## src/rtl/alarm_pkg.sv

```systemverilog
// alarm_pkg
// Shared definitions for the alarm controller: FSM state encodings,
// clock-field widths and day/hour limits, plus a range check for
// programmed hour:minute values.
package alarm_pkg;

    localparam int HOURS_PER_DAY = 24;
    localparam int MIN_PER_HOUR  = 60;

    localparam int HOUR_W   = 5;
    localparam int MIN_W    = 6;
    localparam int SEC_W    = 6;
    // Wide enough for MAX_SNOOZE(3) * SNOOZE_MIN(59) = 177 minutes.
    localparam int OFFSET_W = 8;

    typedef enum logic [1:0] {
        ST_DISARMED = 2'd0,
        ST_ARMED    = 2'd1,
        ST_RINGING  = 2'd2,
        ST_SNOOZE   = 2'd3
    } alarm_state_e;

    function automatic logic hm_valid(input logic [HOUR_W-1:0] hour,
                                      input logic [MIN_W-1:0]  minute);
        return (hour < HOUR_W'(HOURS_PER_DAY)) && (minute < MIN_W'(MIN_PER_HOUR));
    endfunction

endpackage

```

## src/rtl/alarm_time_add.sv

```systemverilog
// alarm_time_add
// Combinational hour:minute + offset-minutes adder with minute and
// hour wrap-around (59 -> 0 carries into the hour, 23 -> 0).
// Ports:
//   hour_in, min_in : base time (expected 0..23 / 0..59)
//   offset_min      : minutes to add
//   hour_out, min_out : wrapped result
//   valid           : base time was in range; when low the result is
//                     meaningless and must not be used for matching
module alarm_time_add
    import alarm_pkg::*;
(
    input  logic [HOUR_W-1:0]   hour_in,
    input  logic [MIN_W-1:0]    min_in,
    input  logic [OFFSET_W-1:0] offset_min,
    output logic [HOUR_W-1:0]   hour_out,
    output logic [MIN_W-1:0]    min_out,
    output logic                valid
);

    localparam int SUM_W = 9;

    logic [SUM_W-1:0] min_sum;
    logic [SUM_W-1:0] hour_sum;

    always_comb begin
        min_sum  = SUM_W'(min_in) + SUM_W'(offset_min);
        hour_sum = SUM_W'(hour_in) + (min_sum / SUM_W'(MIN_PER_HOUR));
        min_out  = MIN_W'(min_sum % SUM_W'(MIN_PER_HOUR));
        hour_out = HOUR_W'(hour_sum % SUM_W'(HOURS_PER_DAY));
        // A wrapped result could land back in range, so out-of-range
        // inputs are flagged rather than silently folded.
        valid    = hm_valid(hour_in, min_in);
    end

endmodule

```

## src/rtl/alarm_ctrl.sv

```systemverilog
// alarm_ctrl
// Alarm-clock sequencer: compares the current time against the
// programmed alarm (pushed out by SNOOZE_MIN per snooze taken), rings,
// and handles stop / snooze / ring timeout.
// Ports:
//   clock, reset          : divided clock, async active-high reset
//   alarm_enable          : 1 = alarm armed
//   alarm_hour, alarm_min : programmed alarm time
//   time_hour/min/sec     : current time
//   stop_btn, snooze_btn  : single-cycle debounced pulses
//   ring                  : 1 while sounding
//   state                 : FSM state code
//   snooze_cnt            : snoozes taken in the current event
//
// state       | meaning
// ------------+---------------------------------------------
// DISARMED(0) | alarm_enable low, nothing evaluated
// ARMED(1)    | waiting for a match on the current target
// RINGING(2)  | sounding; timeout counter running
// SNOOZE(3)   | silenced; waiting for the pushed-out target
module alarm_ctrl
    import alarm_pkg::*;
#(
    parameter int RING_TIMEOUT = 180,
    parameter int SNOOZE_MIN   = 5,
    parameter int MAX_SNOOZE   = 3
) (
    input  logic              clock,
    input  logic              reset,
    input  logic              alarm_enable,
    input  logic [HOUR_W-1:0] alarm_hour,
    input  logic [MIN_W-1:0]  alarm_min,
    input  logic [HOUR_W-1:0] time_hour,
    input  logic [MIN_W-1:0]  time_min,
    input  logic [SEC_W-1:0]  time_sec,
    input  logic              stop_btn,
    input  logic              snooze_btn,
    output logic              ring,
    output logic [1:0]        state,
    output logic [1:0]        snooze_cnt
);

    localparam int              TO_W         = $clog2(RING_TIMEOUT);
    localparam logic [TO_W-1:0] TO_LAST      = TO_W'(RING_TIMEOUT - 1);
    localparam logic [1:0]      SNOOZE_LIMIT = 2'(MAX_SNOOZE);

    alarm_state_e      state_q, state_d;
    logic [1:0]        snooze_cnt_q, snooze_cnt_d;
    logic [TO_W-1:0]   timeout_q, timeout_d;
    // Previous-cycle match; resets high so 00:00:00 at reset release
    // cannot look like a fresh match.
    logic              match_dly_q;

    logic [OFFSET_W-1:0] offset_min;
    logic [HOUR_W-1:0]   target_hour;
    logic [MIN_W-1:0]    target_min;
    logic                target_valid;
    logic                match;
    logic                trigger;

    assign offset_min = OFFSET_W'(snooze_cnt_q) * OFFSET_W'(SNOOZE_MIN);

    alarm_time_add u_time_add (
        .hour_in   (alarm_hour),
        .min_in    (alarm_min),
        .offset_min(offset_min),
        .hour_out  (target_hour),
        .min_out   (target_min),
        .valid     (target_valid)
    );

    // Target is not latched: edits to the alarm time apply immediately.
    assign match   = target_valid && (time_hour == target_hour) &&
                     (time_min == target_min) && (time_sec == '0);
    assign trigger = match && !match_dly_q;

    always_comb begin
        state_d      = state_q;
        snooze_cnt_d = snooze_cnt_q;
        timeout_d    = timeout_q;
        if (!alarm_enable) begin
            state_d      = ST_DISARMED;
            snooze_cnt_d = '0;
            timeout_d    = '0;
        end else begin
            case (state_q)
                ST_DISARMED: state_d = ST_ARMED;
                ST_ARMED: begin
                    if (trigger) begin
                        state_d   = ST_RINGING;
                        timeout_d = '0;
                    end
                end
                ST_RINGING: begin
                    if (stop_btn) begin
                        state_d      = ST_ARMED;
                        snooze_cnt_d = '0;
                    end else if (snooze_btn) begin
                        // Snooze beyond the limit is ignored outright.
                        if (snooze_cnt_q < SNOOZE_LIMIT) begin
                            state_d      = ST_SNOOZE;
                            snooze_cnt_d = snooze_cnt_q + 2'd1;
                        end
                    end else if (timeout_q == TO_LAST) begin
                        state_d      = ST_ARMED;
                        snooze_cnt_d = '0;
                    end else begin
                        timeout_d = timeout_q + TO_W'(1);
                    end
                end
                ST_SNOOZE: begin
                    // Stop wins over a coincident trigger; the edge
                    // detector then swallows that match.
                    if (stop_btn) begin
                        state_d      = ST_ARMED;
                        snooze_cnt_d = '0;
                    end else if (trigger) begin
                        state_d   = ST_RINGING;
                        timeout_d = '0;
                    end
                end
                default: state_d = ST_DISARMED;
            endcase
        end
    end

    always_ff @(posedge clock or posedge reset) begin
        if (reset) begin
            state_q      <= ST_DISARMED;
            snooze_cnt_q <= '0;
            timeout_q    <= '0;
            match_dly_q  <= 1'b1;
        end else begin
            state_q      <= state_d;
            snooze_cnt_q <= snooze_cnt_d;
            timeout_q    <= timeout_d;
            match_dly_q  <= match;
        end
    end

    // Decoded straight from the state register so reset silences the
    // alarm without waiting for an edge.
    assign ring       = (state_q == ST_RINGING);
    assign state      = state_q;
    assign snooze_cnt = snooze_cnt_q;

endmodule
```

## config.mk

```make
export PLATFORM = sky130hd
export DESIGN_NAME = alarm_ctrl
export DESIGN_NICKNAME = d
export VERILOG_FILES = /design/src/rtl/alarm_pkg.sv /design/src/rtl/alarm_time_add.sv /design/src/rtl/alarm_ctrl.sv
export SDC_FILE = /design/constraint.sdc
export NUM_CORES = 1
export LEC_CHECK = 0
export CAP_MARGIN = 10
export CORE_MARGIN = 8
export CORE_UTILIZATION = 50
export DETAILED_ROUTE_END_ITERATION = 10
export PLACE_DENSITY = 0.76
export SKIP_LAST_GASP = 1
export SYNTH_ARGS = -nofsm -noshare
export SYNTH_HDL_FRONTEND = slang
export SYNTH_HIERARCHICAL = 1
export SYNTH_SLANG_ARGS = --single-unit
```

## constraint.sdc

```tcl
create_clock -name clock -period 9.69 [get_ports clock]
set_input_delay 1.4535 -clock clock [delete_from_list [all_inputs] [get_ports clock]]
set_output_delay 1.4535 -clock clock [all_outputs]
set_load 0.005 [all_outputs]
```

# ---- Word-level counts from Yosys, hierarchy flattened
# Cells that the tools add are included.
dict set report totals {
  out_inout_bits 5
  ff_bits 13
  mem_bits_rw 0
  inputBits 33
  latchBits 0
  rom_bits 0
  mem_count 0
  elab_cells 63
}
dict set report op_classes {
  order_cmp 3
  n_div 3
  add_sub_neg 4
  multipliers 1
  eq_ne 15
  muxes 22
  shifts 0
  bitwise_logic 0
  n_reduce_logical 11
}
# op count
set op_table {}
lappend op_table {{$mux W8} 6}
lappend op_table {{$mux W2} 13}
lappend op_table {{$pmux W8 S3} 1}
lappend op_table {{$ne A3 B3 Y1 const B} 5}
lappend op_table {{$ne A5 B4 Y1 const B} 2}
lappend op_table {{$add A5 B9 Y9} 1}
lappend op_table {{$div A9 B6 Y9 const B} 1}
lappend op_table {{$mod A9 B5 Y9 const B} 1}
lappend op_table {{$mod A9 B6 Y9 const B} 1}
lappend op_table {{$add A8 B1 Y8 const B} 1}
lappend op_table {{$eq A8 B8 Y1 const B} 1}
lappend op_table {{$pmux W2 S4} 1}
lappend op_table {{$add A6 B5 Y7} 1}
lappend op_table {{$eq A6 B6 Y1} 1}
lappend op_table {{$logic_not A6 Y1} 1}
lappend op_table {{$lt A6 B6 Y1 const B} 1}
lappend op_table {{$eq A5 B5 Y1} 1}
lappend op_table {{$logic_and A1 B1 Y1} 5}
lappend op_table {{$lt A5 B5 Y1 const B} 1}
lappend op_table {{$mul A2 B3 Y5 const B} 1}
lappend op_table {{$reduce_and A5 Y1} 1}
lappend op_table {{$eq A2 B2 Y1 const B} 2}
lappend op_table {{$ne A4 B1 Y1 const B} 1}
lappend op_table {{$pmux W2 S2} 1}
lappend op_table {{8 further kinds} 8}

# ---- Depth between registers and ports, before layout
# Gate-level depths: netlist of run 1.
dict set report logic_depth {
  ltp_word 14
  depth_mapped 28
  mapped_depth_nobuf 28
}

# ---- Modules after synthesis
# Netlist of run 1, hierarchy kept.
# mod instances cells_per_inst area_each_um2 seq_area_each_um2
set by_module_without_submodules {}
lappend by_module_without_submodules {alarm_time_add 1 145 1178.6 0.0}
lappend by_module_without_submodules {alarm_ctrl 1 114 992.2 326.6}

# ---- Least setup slack after synthesis of run 1
# OpenSTA, ideal clock, no wires.
dict set report synth_path {
  kind {input to register}
  startpoint {in alarm_min[0]}
  endpoint {reg timeout_q[3]}
  arrival_time_ns 6.882
  path_buffers 0
  required_time_ns 9.548
  setup_time_ns 0.142
  path_stages 27
  setup_slack_ns 2.666
  path_cell_list {ha_1 fa_1 a211o_1 a21o_1 a21oi_1 a32oi_1 a21oi_1 a31o_2 ha_1 inv_1 fa_1 nor2b_1 o21ai_0 nand2b_1 xnor2_1 inv_1 ha_1 inv_1 o21ai_0 or4b_2 o21ai_0 mux2_2 xor2_1 nor4_1 nand4_2 nand2_1 a41oi_1}
}
dict set report synth_via {
  elab_chain_cells 13
  elab_cells_between_ends 17
  cone_classes {add/sub (2); div (3); order compare (1); eq/ne (2); mux (4); reduce/logical (5)}
}
# item line_no
set synth_lines {}
lappend synth_lines {{from (decl)} alarm_ctrl.sv:32} ;# input logic [MIN_W-1:0] alarm_min,
lappend synth_lines {{$add A6 B5 Y7 (*)} alarm_time_add.sv:27} ;# min_sum = SUM_W'(min_in) + SUM_W'(offset_min);
lappend synth_lines {{$div A9 B6 Y9 (*)} alarm_time_add.sv:28} ;# hour_sum = SUM_W'(hour_in) + (min_sum / SUM_W'(MIN_PER_HOUR));
lappend synth_lines {{$add A5 B9 Y9 (*)} alarm_time_add.sv:28}
lappend synth_lines {{$mod A9 B5 Y9 (*)} alarm_time_add.sv:30} ;# hour_out = HOUR_W'(hour_sum % SUM_W'(HOURS_PER_DAY));
lappend synth_lines {{via target_hour[4]} alarm_ctrl.sv:55} ;# logic [HOUR_W-1:0] target_hour;
lappend synth_lines {{$eq A5 B5 Y1 (*)} alarm_ctrl.sv:73} ;# assign match = target_valid && (time_hour == target_hour) &&
lappend synth_lines {{$logic_and A1 B1 Y1 (*) (2 in a row)} alarm_ctrl.sv:73}
lappend synth_lines {{$logic_and A1 B1 Y1 (*)} alarm_ctrl.sv:74} ;# (time_min == target_min) && (time_sec == '0);
lappend synth_lines {{$logic_and A1 B1 Y1 (*)} alarm_ctrl.sv:75} ;# assign trigger = match && !match_dly_q;
lappend synth_lines {{$mux W8 (*)} --}
lappend synth_lines {{$mux W8} --}
lappend synth_lines {{$pmux W8 S3 (*)} --}
lappend synth_lines {{$mux W8 (*)} --}
lappend synth_lines {{to (signal assigned)} alarm_ctrl.sv:136} ;# timeout_q <= timeout_d;
lappend synth_lines {{to (decl)} alarm_ctrl.sv:49} ;# logic [TO_W-1:0] timeout_q, timeout_d;
# The timed path passes the listed nets; every way through them passes the cells marked *. The select of a mux whose other input is x is not followed.
# A chain may end at the register's enable or synchronous reset.

# ---- Worst setup path after layout of run 1
# Ends and elaborated chain as after synthesis.

==> qor.txt, run 1 <==
outcome = completed
top_reg_cell synth = dfrtp_1
CTS tree = done
wire length on met1 = 2160 µm
synthesized area = 0.00217 mm²
RSZ-0062 raised after global routing = false
Fin Setup TNS = 0 ps
initial antenna violation count = 0
Post CTS Setup Buffer Count = 0
Met2 Wirelength = 2830 µm
Max clock buf depth = 2
Buf/Inv on CP = 4
Hold Startpoint = timeout_q[3]
final setup violating endpoints = 0
min Tclk post-route = 7870 ps
largest net degree at the start of global routing = 16
# DRC = 0
1st-iter DRT viols = 73
I/O pin total = 38
Peak VDD IR = 0.0392 mV
crit start category = input pin
Sink Count = 13
RD Place Congestion = 0.894
Port Buffers = 37
Worst Hold Class = reg -> reg
reg-to-reg startpoint = snooze_cnt[0]
Max Slew Vio Count = 0
post-synthesis cell type count = 78
Worst Max-Slew Pin Slew = 701 ps
Worst Hold Endpoint = timeout_q[3]
fmax = 0.127 GHz
Hold Path Cell Cnt = 1
P per Cell Area = 91.6 mW/mm²
Max Cap Violations = 0
Worst Path Max Fanout = 6
CTS clk-pin slew, worst paths = 60 ps
Final Cycle Share = 0.812
total core area = 0.00426 mm²
first-pass GRT wire length = 9150 µm
final hold violation count = 0
total grt overflow = 0
Yosys reg bits = 13
CP max stage cell = or4b_2
clk_skew = 3.08 ps
layout cells sized above 1 = 0.128
nets = 367
DR vias/cell = 5.70
FF-to-FF path depth = 27
Avg WL per Cell = 14.6 µm
Setup WS post-layout = 1820 ps
Total GRT Usage = 0.167
Root Driver = clkbuf_8
Chip Height = 81.9 µm
Worst EP arrival = 7980 ps
Num CTS Buffers = 3
Skew-Pair Late Insertion Delay = 250 ps
Setup CP Type = in -> reg
antenna diode count = 0
vias = 2081
slowest stage delay, CP = 620 ps
Top Layer Used = met4
FFs w/ async S/R, synth = 1.00
Slew HR = 0.531
number of enable flip-flop cells after synthesis = 0
vias in the first global route = 2058
Avg Synthesized Cell Area = 8.38 µm²
post-cts gate resize count = 0
Initial Util = 0.509
Area Overhead vs Synth = 23.9%
Critical Path End Type = register
DIE AREA = 0.00671 mm²
wire length on met3 = 210 µm
Post-Synthesis Cells = 259
leak pwr = 1.14 nW
Critical Path RT = 9800 ps
row cnt = 24
register area share after synthesis = 0.150
Worst R2R Setup Slack = 2980 ps
H-tree depth = 1
Hold-fix buffers, CTS = 0
dpl ws = 1580 ps
Routed Wire Length = 5350 µm
Critical R2R Capture = timeout_q[3]
1st-pass router iterations = 4
Post-DP HPWL = 4490 µm
number of nets with antenna violations after routing = 0
Die Width = 81.9 µm
crit-path leading delay family = compound AO/OA/AOI/OAI gates
synth warn = 6
how the worst max path moves through the flow:
stage | startpoint | to | depth (start not counted)
final | alarm_min[0] | timeout_q[3] | 28
after CTS | alarm_min[0] | timeout_q[3] | 28
after global placement | alarm_min[0] | timeout_q[3] | 28
after global routing | alarm_min[0] | timeout_q[3] | 28
after floorplan | alarm_min[0] | timeout_q[3] | 27
after detailed placement | alarm_min[0] | timeout_q[3] | 28
kinds of logic (layout without fill, tap and decap cells):
group,count (synthesis),in the layout,synth area share
and+or+nand+nor,93,93,0.269
xor gates and xnor gates,22,22,0.0974
DFF,13,13,0.150
AOI/OAI and AO/OA,82,82,0.280
adders and majority gates,20,20,0.122
buffers and inverters,20,58,0.0415
muxes,7,7,0.0357
other,2,18,0.00346
flip-flops by register name, summed over array words and instances, names as in the netlist:
| name | count |
|---|---|
| state | 2 |
| match_dly_q | 1 |
| snooze_cnt | 2 |
| timeout_q | 8 |
through the flow:
| stage | cell area [µm²] | util | hold slack, ps | power [W] | cells |
|---|---|---|---|---|---|
| after floorplan | 2230 | - | 512 | 0.000162 | 275 |
| after global placement | 2650 | 0.620 | 564 | 0.000193 | 361 |
| after detailed placement | 2650 | 0.620 | 576 | 0.000196 | 361 |
| after CTS | 2690 | 0.631 | 587 | 0.000246 | 365 |
| after global routing | 2690 | 0.631 | 625 | 0.000266 | 365 |
| final | 2690 | 0.631 | 587 | 0.000247 | 365 |
layout by cell type (no fill, tap or decap), types with 3 or more instances in the layout:
cell             netlist  routed
xor2_1                14      14
ha_1                  18      18
nand2_1               21      21
o21ai_0               17      17
nor2b_1                3       3
o211ai_1               5       5
nor4_1                 4       4
nand3_1                8       8
clkdlybuf4s50_1        0      37
inv_1                 15      15
xnor2_1                7       7
nor2_1                16      16
dfrtp_1               12      12
clkbuf_8               0       3
a21oi_1               18      18
nor3_1                 4       4
nand2b_1               6       6
a31oi_1                5       5
conb_1                 2      18
a21o_1                 5       5
mux2_2                 6       6
area by class of cell:
| cell class | instances | area [µm²] |
|---|---|---|
| multi-input combinational | 242 | 1810 |
| tap | 52 | 65.1 |
| clock buffer | 4 | 45.0 |
| timing repair buffer | 37 | 370 |
| fill | 379 | 1570 |
| inverter | 17 | 68.8 |
| sequential | 13 | 327 |
cell usage after synthesis, drive strengths merged, types with 3 or more instances:
cell type / instances / area (µm²)
o21ai: 20 / 115
ha: 18 / 225
xor2: 14 / 123
nor2: 17 / 80.1
a21oi: 20 / 108
nor3: 7 / 62.6
inv: 15 / 56.3
o2bb2ai: 3 / 32.5
nand3: 9 / 50.1
nor2b: 3 / 18.8
o211ai: 5 / 37.5
nand2b: 6 / 37.5
and3: 3 / 25.0
nor4: 5 / 37.5
a2111oi: 3 / 45.1
mux2: 6 / 67.6
or4b: 3 / 33.8
and2: 3 / 21.3
dfrtp: 12 / 300
nand2: 22 / 90.1
a21o: 6 / 46.3
xnor2: 8 / 88.8
a31oi: 5 / 31.3
buf: 3 / 21.3
or2: 4 / 25.0
and4: 3 / 28.8
a211oi: 3 / 27.5
metal layers:
metal,up-vias,global-route usage
met5,-,0
met4,0,0.0719
met3,17,0.0153
met2,49,0.298
met1,962,0.198
li1,1053,-
power by group:
part	leakage (nW)	internal (W)	total [W]	switching, W
clock	0.0228	0.0000291	0.0000489	0.0000198
sequential	0.175	0.0000549	0.0000560	0.00000111
combinational	0.940	0.0000655	0.000142	0.0000761
Power figures use the tool's default switching activity.
==> run 2: changes to the inputs <==
- clock period: 9.69 -> 7.46 ns (I/O delays scaled with it)
==> qor.txt, run 2 (synthesis results as in run 1) <==
commonest non-fill, non-tap cells in the layout = clkdlybuf4s50_1, nand2_1, ha_1, conb_1, a21oi_1 (was clkdlybuf4s50_1, nand2_1, a21oi_1, ha_1, conb_1)
I/O pin total = 38 (unchanged)
vias = 2082 (was 2081)
total grt overflow = 0 (unchanged)
DR vias/cell = 5.63 (was 5.70)
1st-iter DRT viols = 65 (was 73)
final setup violating endpoints = 0 (unchanged)
Avg WL per Cell = 14.7 µm (was 14.6 µm)
final hold violation count = 0 (unchanged)
H-tree depth = 1 (unchanged)
Worst EP arrival = 7110 ps (was 7980 ps)
antenna diode count = 0 (unchanged)
Worst Max-Slew Pin Slew = 520 ps (was 701 ps)
Setup WS post-layout = 466 ps (was 1820 ps)
Top reg by flops = timeout_q (unchanged)
dpl ws = -169 ps (was 1580 ps)
Num CTS Buffers = 3 (unchanged)
Worst R2R Setup Slack = 1280 ps (was 2980 ps)
Max Cap Violations = 0 (unchanged)
Chip Height = 81.9 µm (unchanged)
Area Overhead vs Synth = 27.0% (was 23.9%)
Max clock buf depth = 2 (unchanged)
Root Driver = clkbuf_8 (unchanged)
slowest stage delay, CP = 620 ps (about the same)
total core area = 0.00426 mm² (unchanged)
first-pass GRT wire length = 8950 µm (was 9150 µm)
clk_skew = 1.92 ps (was 3.08 ps)
DIE AREA = 0.00671 mm² (unchanged)
CTS tree = done (unchanged)
Post-DP HPWL = 4520 µm (was 4490 µm)
RD Place Congestion = 0.875 (was 0.894)
crit-path leading delay family = compound AO/OA/AOI/OAI gates (unchanged)
Hold Path Cell Cnt = 1 (unchanged)
Worst Path Max Fanout = 6 (unchanged)
1st-pass router iterations = 4 (unchanged)
Die Width = 81.9 µm (unchanged)
CP max stage cell = or4b_2 (unchanged)
P per Cell Area = 121 mW/mm² (was 91.6 mW/mm²)
crit start category = input pin (unchanged)
Critical Path RT = 7570 ps (was 9800 ps)
min Tclk post-route = 6990 ps
Slew HR = 0.651 (was 0.531)
number of nets with antenna violations after routing = 0 (unchanged)
nets = 372 (was 367)
Buf/Inv on CP = 4 (unchanged)
# DRC = 0 (unchanged)
fmax = 0.143 GHz
layout cells sized above 1 = 0.157 (was 0.128)
initial antenna violation count = 0 (unchanged)
Skew-Pair Late Insertion Delay = 250 ps (about the same)
Hold-fix buffers, CTS = 0 (unchanged)
FF-to-FF path depth = 27 (unchanged)
Worst Hold Endpoint = timeout_q[3] (unchanged)
Sink Count = 13 (unchanged)
leak pwr = 1.17 nW (was 1.14 nW)
max reg flops = 8 (unchanged)
# fillers = 383 (was 379)
largest net degree at the start of global routing = 16 (unchanged)
RSZ-0062 raised after global routing = false (unchanged)
Critical Path End Type = register (unchanged)
row cnt = 24 (unchanged)
Worst Hold Class = reg -> reg (unchanged)
Placed Cells = 366 (was 361)
Hold Startpoint = timeout_q[3] (unchanged)
Total GRT Usage = 0.164 (was 0.167)
Max Slew Vio Count = 0 (unchanged)
Peak VDD IR = 0.0636 mV (was 0.0392 mV)
CTS clk-pin slew, worst paths = 60 ps (about the same)
Port Buffers = 37 (unchanged)
vias in the first global route = 2050 (was 2058)
Critical R2R Capture = timeout_q[3] (unchanged)
Initial Util = 0.509 (unchanged)
reg-to-reg startpoint = snooze_cnt[0] (unchanged)
Post-Layout Cell Count = 370 (was 365)
outcome = completed (unchanged)
Routed Wire Length = 5450 µm (was 5350 µm)
Final Cycle Share = 0.937
Setup CP Type = in -> reg (unchanged)
most common cell after layout, fill and taps aside = clkdlybuf4s50_1 (unchanged)
[run 2: cell type report]
cell class              count  area, µm²  area share
multi-input cells         242       1840       0.669
repair buffers             42        408       0.148
flip-flops and latches     13        327       0.118
inverters                  17       68.8      0.0250
well taps                  52       65.1      0.0236
clock buffers               4       45.0      0.0163
[run 2: power by group]
group	switching, W	internal, W
clock network	0.0000290	0.0000379
registers	0.00000140	0.0000713
logic	0.000102	0.0000922
[run 2: worst max-delay path by stage]
stage                       from           end  slack (ps)  cells past startpoint
floorplan           alarm_min[0]  timeout_q[3]         770                     27
global placement    alarm_min[0]  timeout_q[3]         -40                     28
detailed placement  alarm_min[0]  timeout_q[3]        -170                     28
CTS                 alarm_min[0]  timeout_q[3]         110                     28
global route        alarm_min[0]  timeout_q[3]          20                     28
finish              alarm_min[0]  timeout_q[3]         470                     28
[run 2: stage by stage]
| stage | instance area, µm² | total power, W | TNS, ps | utilization | hold WS [ps] |
|---|---|---|---|---|---|
| floorplan | 2230 | 0.000211 | 0 | - | 512 |
| global placement | 2680 | 0.000258 | -70.2 | 0.629 | 564 |
| detailed placement | 2680 | 0.000260 | -646 | 0.629 | 580 |
| CTS | 2730 | 0.000327 | 0 | 0.640 | 595 |
| global route | 2760 | 0.000360 | 0 | 0.646 | 627 |
| finish | 2760 | 0.000334 | 0 | 0.646 | 604 |
[run 2: what timing repair did]
action / 4_1_cts / 5_1_grt
setup buffers: 0 / 0
gates resized for setup: 0 / 7
endpoints found under the setup margin: 0 / 10
[run 2: layer usage]
| metal | wire, µm | part of all wire | up-vias | track usage |
|---|---|---|---|---|
| li1 | - | - | 1062 | - |
| met1 | 2250 | 0.41 | 966 | 0.196 |
| met2 | 2890 | 0.53 | 43 | 0.290 |
| met3 | 186 | 0.034 | 11 | 0.0164 |
| met4 | 126 | 0.023 | 0 | 0.0719 |
| met5 | 0 | 0 | - | 0 |
